[config.mk]
export PLATFORM = sky130hd
export DESIGN_NAME = wb_stage
export DESIGN_NICKNAME = d
export VERILOG_FILES = /design/src/rtl/wb_stage.sv
export SDC_FILE = /design/constraint.sdc
export NUM_CORES = 1
export LEC_CHECK = 0
export CORE_MARGIN = 2
export CORE_UTILIZATION = 40
export CTS_BUF_LIST = sky130_fd_sc_hd__clkbuf_8 sky130_fd_sc_hd__clkbuf_16
export DETAILED_ROUTE_END_ITERATION = 10
export GPL_TIMING_DRIVEN = 1
export PLACE_DENSITY = 0.86
export SKIP_LAST_GASP = 1
export SYNTH_ARGS = -nofsm -noshare
export SYNTH_HDL_FRONTEND = slang
export SYNTH_SLANG_ARGS = --single-unit
[constraint.sdc]
create_clock -name clk -period 5.35 [get_ports clk]
set_input_delay 1.3375 -clock clk [delete_from_list [all_inputs] [get_ports clk]]
set_output_delay 1.3375 -clock clk [all_outputs]
set_load 0.1 [all_outputs]
[src/rtl/wb_stage.sv]
// ---------------------------------------------------------------------------
// wb_stage
// Write-back stage of the pipeline. Selects the register-file write data,
// qualifies the write enable so that writes to register 0 are dropped, and
// keeps a one-entry hold/forwarding register together with a saturating
// count of retired writes.
//
// Ports
//   clk             rising-edge clock for all state
//   rst             synchronous, active-high reset
//   mem_control_wb  [1] MemtoReg, [0] RegWrite (from MEM/WB)
//   mem_read_data   load data from the memory stage
//   mem_alu_result  ALU result from the memory stage
//   mem_write_reg   destination register number
//   wb_data         write-back data (combinational)
//   wb_reg_write    qualified register-file write enable (combinational)
//   wb_write_reg    register-file write address (combinational)
//   hold_valid      a write retired in the previous cycle
//   hold_reg        destination of the last retired write
//   hold_data       data of the last retired write
//   wb_write_count  saturating count of retired writes
// ---------------------------------------------------------------------------
module wb_stage #(
    parameter int DATA_W = 32,
    parameter int REG_W  = 5,
    parameter int CNT_W  = 16
) (
    input  logic              clk,
    input  logic              rst,
    input  logic [1:0]        mem_control_wb,
    input  logic [DATA_W-1:0] mem_read_data,
    input  logic [DATA_W-1:0] mem_alu_result,
    input  logic [REG_W-1:0]  mem_write_reg,
    output logic [DATA_W-1:0] wb_data,
    output logic              wb_reg_write,
    output logic [REG_W-1:0]  wb_write_reg,
    output logic              hold_valid,
    output logic [REG_W-1:0]  hold_reg,
    output logic [DATA_W-1:0] hold_data,
    output logic [CNT_W-1:0]  wb_write_count
);

    always_comb begin
        wb_data      = mem_control_wb[1] ? mem_read_data : mem_alu_result;
        wb_write_reg = mem_write_reg;
        // Register 0 is hard-wired to zero, so a write to it never retires.
        wb_reg_write = mem_control_wb[0] && (mem_write_reg != '0);
    end

    always_ff @(posedge clk) begin
        if (rst) begin
            hold_valid     <= 1'b0;
            hold_reg       <= '0;
            hold_data      <= '0;
            wb_write_count <= '0;
        end else begin
            hold_valid <= wb_reg_write;
            if (wb_reg_write) begin
                hold_reg  <= mem_write_reg;
                hold_data <= wb_data;
                if (wb_write_count != '1)
                    wb_write_count <= wb_write_count + 1'b1;
            end
        end
    end

endmodule

# Word-level counts from Yosys, hierarchy flattened
# Cells that the tools add are included.
totals:
  register_bits: 54
  inputBits: 73
  wordCells: 10
classes:
  reduce_logical: 3
  addsub: 1
  n_mux: 1
  n_eq_ne: 1
ops:
  columns: ["op", "n"]
  rows:
  - ["$mux 32", 1]
  - ["$add 16x1->16 const B", 1]
  - ["$ne 16x16->1 const B", 1]
  - ["$reduce_bool 5->1", 1]
  - ["$reduce_and 2->1", 1]
  - ["$logic_and 1x1->1", 1]

# Depth between registers and ports, before layout
# Gate-level depths: netlist (run 1).
depth:
  word_depth: 3
  ltp_mapped: 6

# Worst setup path after synthesis (run 1)
# Ideal clock, no wire load.
synth_timing:
  path_type: "input-to-output"
  from: "input mem_write_reg[0]"
  to: "output wb_reg_write"
  arrival_ns: 2.548
  path_slack_ns: 1.465
  stages: 4
  t_required_ns: 4.013
  cell_sequence: "or4_4 -> o21ai_4 -> inv_1 -> buf_2"
synth_via:
  elab_chain_len: 2
synth_rtl:
  columns: ["item", "line_no", "text"]
  rows:
  - ["start: declaration", "33", "input logic [REG_W-1:0] mem_write_reg,"]
  - ["$reduce_bool 5->1", "47", "wb_reg_write = mem_control_wb[0] && (mem_write_reg != '0);"]
  - ["$logic_and 1x1->1", "47", null]
  - ["end: declaration", "35", "output logic wb_reg_write,"]
# Every way passes these cells.

# Worst setup path in the final report (run 1)
# Ends and elaborated chain as after synthesis.

==> run summary, run 1 <==
Status: complete, but fails checks
Failing checks: design-rule violations
Critical-path cell list: clkdlybuf4s50_1 -> or4_4 -> o21ai_4 -> inv_1 -> buf_12
Vias per cell: 5.35
Pwr/cell area: 260 nW/um^2
Worst Skew: 0.00130 ns
Hold crit path type: reg -> reg
Max-slew violations: 0
Synth Register Bits: 54
Worst Hold Margin: 0.456 ns
Vert. Die Dim: 85.8 um
Layout cell share with drive strength beyond 1: 20.6%
Area grow syn2layout: 74.8%
Logic pwr share: 47.0%
Dominant cell type by area after synthesis: dfxtp_1
DRC: 15
CTS tree: yes
Die width: 85.8 um
Min cycle time layout: 4.15 ns
Routability cong.: 0.835
Die Area: 7360 um^2
Synth Area per Inst: 8.69 um^2
Diode count: 0
Post CTS Setup Buffer Count: 0
Reg2Reg Setup Slack: 3.46 ns
Complex-gate fraction of the synthesized area: 15.5%
Startpoint types: input pin
# IOs: 165
Clock share of power: 17.4%
Kind of cell adding the most delay to the critical path: buffers and inverters
Internal power: 0.695 mW
Critical Path AT: 2.81 ns
CTS Root Cell: clkbuf_8
Worst R2R Start: wb_write_count[12]
Placed Area: 4600 um^2
Synth top area cells: dfxtp_1, mux2_2, nand2_1
H-Tree Depth: 2
Global route overflow: 0
# setup viols final: 0
CP Max Fanout: 4
Largest net degree at the start of global routing: 61
Max Cap Viol: 0
Crit path capture type: primary output
FMAX: 241 MHz
Distinct cell type count after synthesis: 41
Hold buffer count at CTS: 0
Min-Delay Endpoint: hold_reg[1]
Routed Antenna Nets: 0
Mux contribution to synthesized area: 16.1%
Sequential share of power: 35.6%
Main combinational cell family by area after synthesis: simple AND/OR/NAND/NOR gates
Hold path cells: 2
WL per Instance: 16.3 um
Rows: 29
Worst slew margin: 28.8%
Initial antenna violation count: 0
Clk_lat worst skew: 0.30 ns
Hpwl dp: 6.64 mm
Clock sinks: 54
Synth warn: 0
First-pass GRT wire length: 13.9 mm
Post-synthesis simple-gate area fraction: 21.5%
Finished Cell Area: 4680 um^2
Hold violation count in the final report: 0
Slowest stage delay, CP: 0.61 ns
Drt initial violations: 102
Starting Density: 41.7%
Buf/Inv on CP: 3
Sequential share of the synthesized area: 40.4%
RSZ-0062 raised after global routing: no
Final WS setup: 1.20 ns
FF-to-FF End: wb_write_count[14]
Top-count cell post-synth: nand2_1
Lkg Pwr: 1.74 nW
Number of CTS-inserted buffers: 5
Worst-case clock buffer depth: 2
Setup tns final: 0 ns
Hold Startpoint: hold_reg[1]
Number of synthesized flops with an enable pin: 0
Switching part of the total: 42.8%
Worst slew pin tran: 1.07 ns
Synthesized area: 2680 um^2
Post-place setup slack: 1.20 ns
Cells after Synth: 308
Synth top cells by count: nand2_1, dfxtp_1, a21oi_1
Core area: 6420 um^2
Reg clk slew, reported paths: 0.09 ns
Resize count post-CTS: 0
Req. time, crit path: 4.01 ns
Max FFs per register: 32
Most common flop cell mapped by yosys: dfxtp_1
Vias in the first global route: 2797
Final period util: 77.6%
DRT Pass-1 Iters: 8
DR vias: 2850
Xor and xnor fraction of the mapped netlist area: 0%
Drt total wl: 8.69 mm
Critical path's slowest cell: or4_4
VDD IR-drop max: 0.000147 V
Ys async rst share: 0%
Switch Pwr: 0.520 mW
Layout Nets: 530
Post-Synth Adder-Cell Area: 0.468%
Crit path kind: in -> out
Synth Net Count: 382
Total Routing Usage GR: 23.5%
Post-synth top area share: 40.4%
Worst r2r path cells: 4
Number of I/O port buffers: 164
per-layer routing:
layer / global-route usage [%] / vias up / share of wire, % / wire length (um)
met1: 25.6 / 1328 / 37 / 3200
li1: - / 1362 / - / -
met3: 5.20 / 23 / 7.6 / 660
met2: 44.7 / 137 / 53 / 4600
met5: 0 / - / 0 / 0
met4: 7.94 / 0 / 2.5 / 221
worst reg2reg max path, cell delays in order, from the launching register on:
cell and delay, ns:
dfxtp_1 0.42, nand4_1 0.34, nor4_2 0.61, nor4b_1 0.13, mux2_2 0.30
power by group through the flow:
stage | logic [mW] | clock network (mW) | registers, mW
2_1_floorplan | 0.235 | 0 | 0.580
3_3_place_gp | 0.566 | 0 | 0.440
3_5_place_dp | 0.572 | 0 | 0.442
4_1_cts | 0.573 | 0.219 | 0.433
5_1_grt | 0.588 | 0.233 | 0.435
6_report | 0.571 | 0.211 | 0.432
kinds of logic (layout without fill, tap and decap cells):
kind of cell | after synthesis | after routing
compound gates | 65 | 65
buf+inv | 29 | 177
mux | 38 | 38
simple gates | 121 | 121
flops | 54 | 54
fa+ha+maj | 1 | 1
how the worst max path moves through the flow:
stage / startpoint / to / cells after the start
finish: mem_write_reg[0] / wb_reg_write / 5
global route: mem_write_reg[0] / wb_reg_write / 5
CTS: mem_write_reg[0] / wb_reg_write / 5
detailed placement: mem_write_reg[0] / wb_reg_write / 5
global placement: mem_write_reg[0] / wb_reg_write / 5
floorplan: mem_write_reg[0] / wb_reg_write / 4
final cells by class:
type	count	area [um^2]
tap	77	96.3
timing repair buffer	167	1980
fill	476	1740
sequential	54	1080
clock buffer	5	68.8
inverter	3	11.3
clock inverter	2	11.3
multi-input combinational	225	1430
metrics by stage:
stage | utilization [%] | cells | total power, mW
final | 72.8 | 533 | 1.21
after global routing | 72.8 | 533 | 1.26
after CTS | 72.8 | 533 | 1.22
after detailed placement | 71.6 | 526 | 1.01
after global placement | 71.6 | 526 | 1.01
after floorplan | - | 308 | 0.815
placed cells by master, fill, tap and decap left out, types with 2 or more instances in the layout:
cell type	count
nor2b_1	4
dfxtp_1	54
a21oi_1	46
o21ai_0	3
and2_1	3
mux2_2	36
nand4_1	5
nor4_2	2
buf_4	8
nand2b_1	2
nor3_1	4
a211oi_1	2
o31ai_1	6
buf_12	33
clkbuf_8	5
nor2_1	8
clkdlybuf4s50_1	125
nand2_1	78
or3_1	3
inv_1	4
or4_1	5
Power figures use the tool's default switching activity.
==> inputs of run 2 (changes only) <==
Settings changed: CORE_UTILIZATION 40 to 34, PLACE_DENSITY 0.86 to 0.78.
Clock period 5.35 ns to 3.3 ns, I/O delays scaled along.
==> run summary, run 2 (synthesis results as in run 1) <==
Status: finished, final reports clean
DRT Pass-1 Iters: 4
Layout Nets: 535
Min cycle time layout: 3.13 ns
Reg clk slew, reported paths: 0.08 ns
Starting Density: 34.8%
Clock sinks: 54
Worst-case clock buffer depth: 2
Vias per cell: 5.05
CTS tree: yes
# IOs: 165
Total Routing Usage GR: 19.0%
Critical Path AT: 2.31 ns
Req. time, crit path: 2.47 ns
Core area: 7690 um^2
Diode count: 0
Number of CTS-inserted buffers: 5
Hold buffer count at CTS: 0
H-Tree Depth: 2
Hold crit path type: reg -> reg
# setup viols final: 0
Routed Antenna Nets: 0
Setup tns final: 0 ns
CTS Root Cell: clkbuf_8
CP Max Fanout: 4
Pwr/cell area: 432 nW/um^2
Worst Skew: 0.00622 ns
Rows: 32
Initial antenna violation count: 0
Worst slew margin: 62.0%
Global route overflow: 0
Number of I/O port buffers: 164
Hpwl dp: 6.75 mm
Commonest non-fill, non-tap cell in the layout: nand2_1
Drt initial violations: 76
Filler cell count: 670
First-pass GRT wire length: 13.3 mm
Drt total wl: 8.60 mm
Crit path kind: in -> out
FMAX: 319 MHz
Vert. Die Dim: 92.7 um
Max-slew violations: 0
Layout cell share with drive strength beyond 1: 33.5%
Resize count post-CTS: 0
Post CTS Setup Buffer Count: 0
WL per Instance: 15.2 um
Startpoint types: input pin
Die Area: 8600 um^2
Worst slew pin tran: 0.570 ns
Sequential share of power: 34.4%
Clock share of power: 20.0%
DRC: 0
Tot Pwr: 2.04 mW
RSZ-0062 raised after global routing: no
VDD IR-drop max: 0.000200 V
Max Cap Viol: 0
Clk_lat worst skew: 0.30 ns
Switching part of the total: 41.3%
Hold path cells: 2
Hold violation count in the final report: 0
Max FFs per register: 32
Internal power: 1.20 mW
Most frequent cells in the layout: nand2_1, clkdlybuf4s50_1, buf_4
Vias in the first global route: 2718
Crit path capture type: primary output
Largest net degree at the start of global routing: 42
DR vias: 2846
Switch Pwr: 0.842 mW
Lkg Pwr: 1.91 nW
Area grow syn2layout: 76.3%
Worst r2r path cells: 4
Die width: 92.7 um
Logic pwr share: 45.6%
Final period util: 94.9%
Routability cong.: 0.759
run 2: cell types whose count changed in the layout (fill, tap and decap cells not counted):
cell             previous run  this run
buf_12                     33        39
buf_4                       8        61
clkbuf_8                    5         8
clkdlybuf4s50_1           125        71
clkinvlp_4                  1         0
inv_1                       4         3
run 2: final cells by class:
type	count	area, um^2	share of cell area (%)
multi-input cells	225	1430	30.4
well taps	102	128	2.71
inverters	3	11.3	0.239
repair buffers	172	1950	41.4
clock buffers	8	110	2.33
flip-flops and latches	54	1080	22.9
run 2: layer usage:
layer | vias up | global-route usage [%] | wire length (um)
met1 | 1342 | 20.1 | 3330
met2 | 110 | 37.0 | 4430
met4 | 0 | 4.17 | 115
li1 | 1383 | - | -
met3 | 11 | 5.45 | 718
met5 | - | 0 | 0
run 2: stage by stage:
stage / setup WS (ns) / cell area [um^2] / utilization [%] / hold WS [ns] / cells
6_report: 0.167 / 4720 / 61.4 / 0.458 / 564
4_1_cts: 0.156 / 4720 / 61.4 / 0.461 / 564
2_1_floorplan: 0.440 / 2680 / - / 0.883 / 308
3_3_place_gp: 0.191 / 4610 / 59.9 / 0.443 / 556
3_5_place_dp: 0.158 / 4610 / 59.9 / 0.449 / 556
5_1_grt: 0.0942 / 4720 / 61.4 / 0.473 / 564
run 2: worst max-delay path, stage by stage:
cell	delay [ns]
clkdlybuf4s50_1	0.49
or4_4	0.57
o21ai_4	0.15
inv_1	0.10
buf_12	0.17
run 2: power by group through the flow:
stage                     combinational (mW)  sequential (mW)  clock [mW]
after floorplan                        0.382            0.940           0
after global placement                 0.927            0.714           0
after detailed placement               0.934            0.716           0
after CTS                              0.935            0.701       0.424
after global routing                   0.959            0.705       0.448
final                                  0.930            0.701       0.409
run 2: path summary, 6_finish.rpt:
kind	start	slack (ns)	to
worst max-delay path	mem_write_reg[2]	0.17	wb_reg_write
worst min-delay path	hold_data[15]	0.46	hold_data[15]
worst max register to register	wb_write_count[8]	1.43	wb_write_count[14]
worst min register to register	hold_data[15]	0.46	hold_data[15]
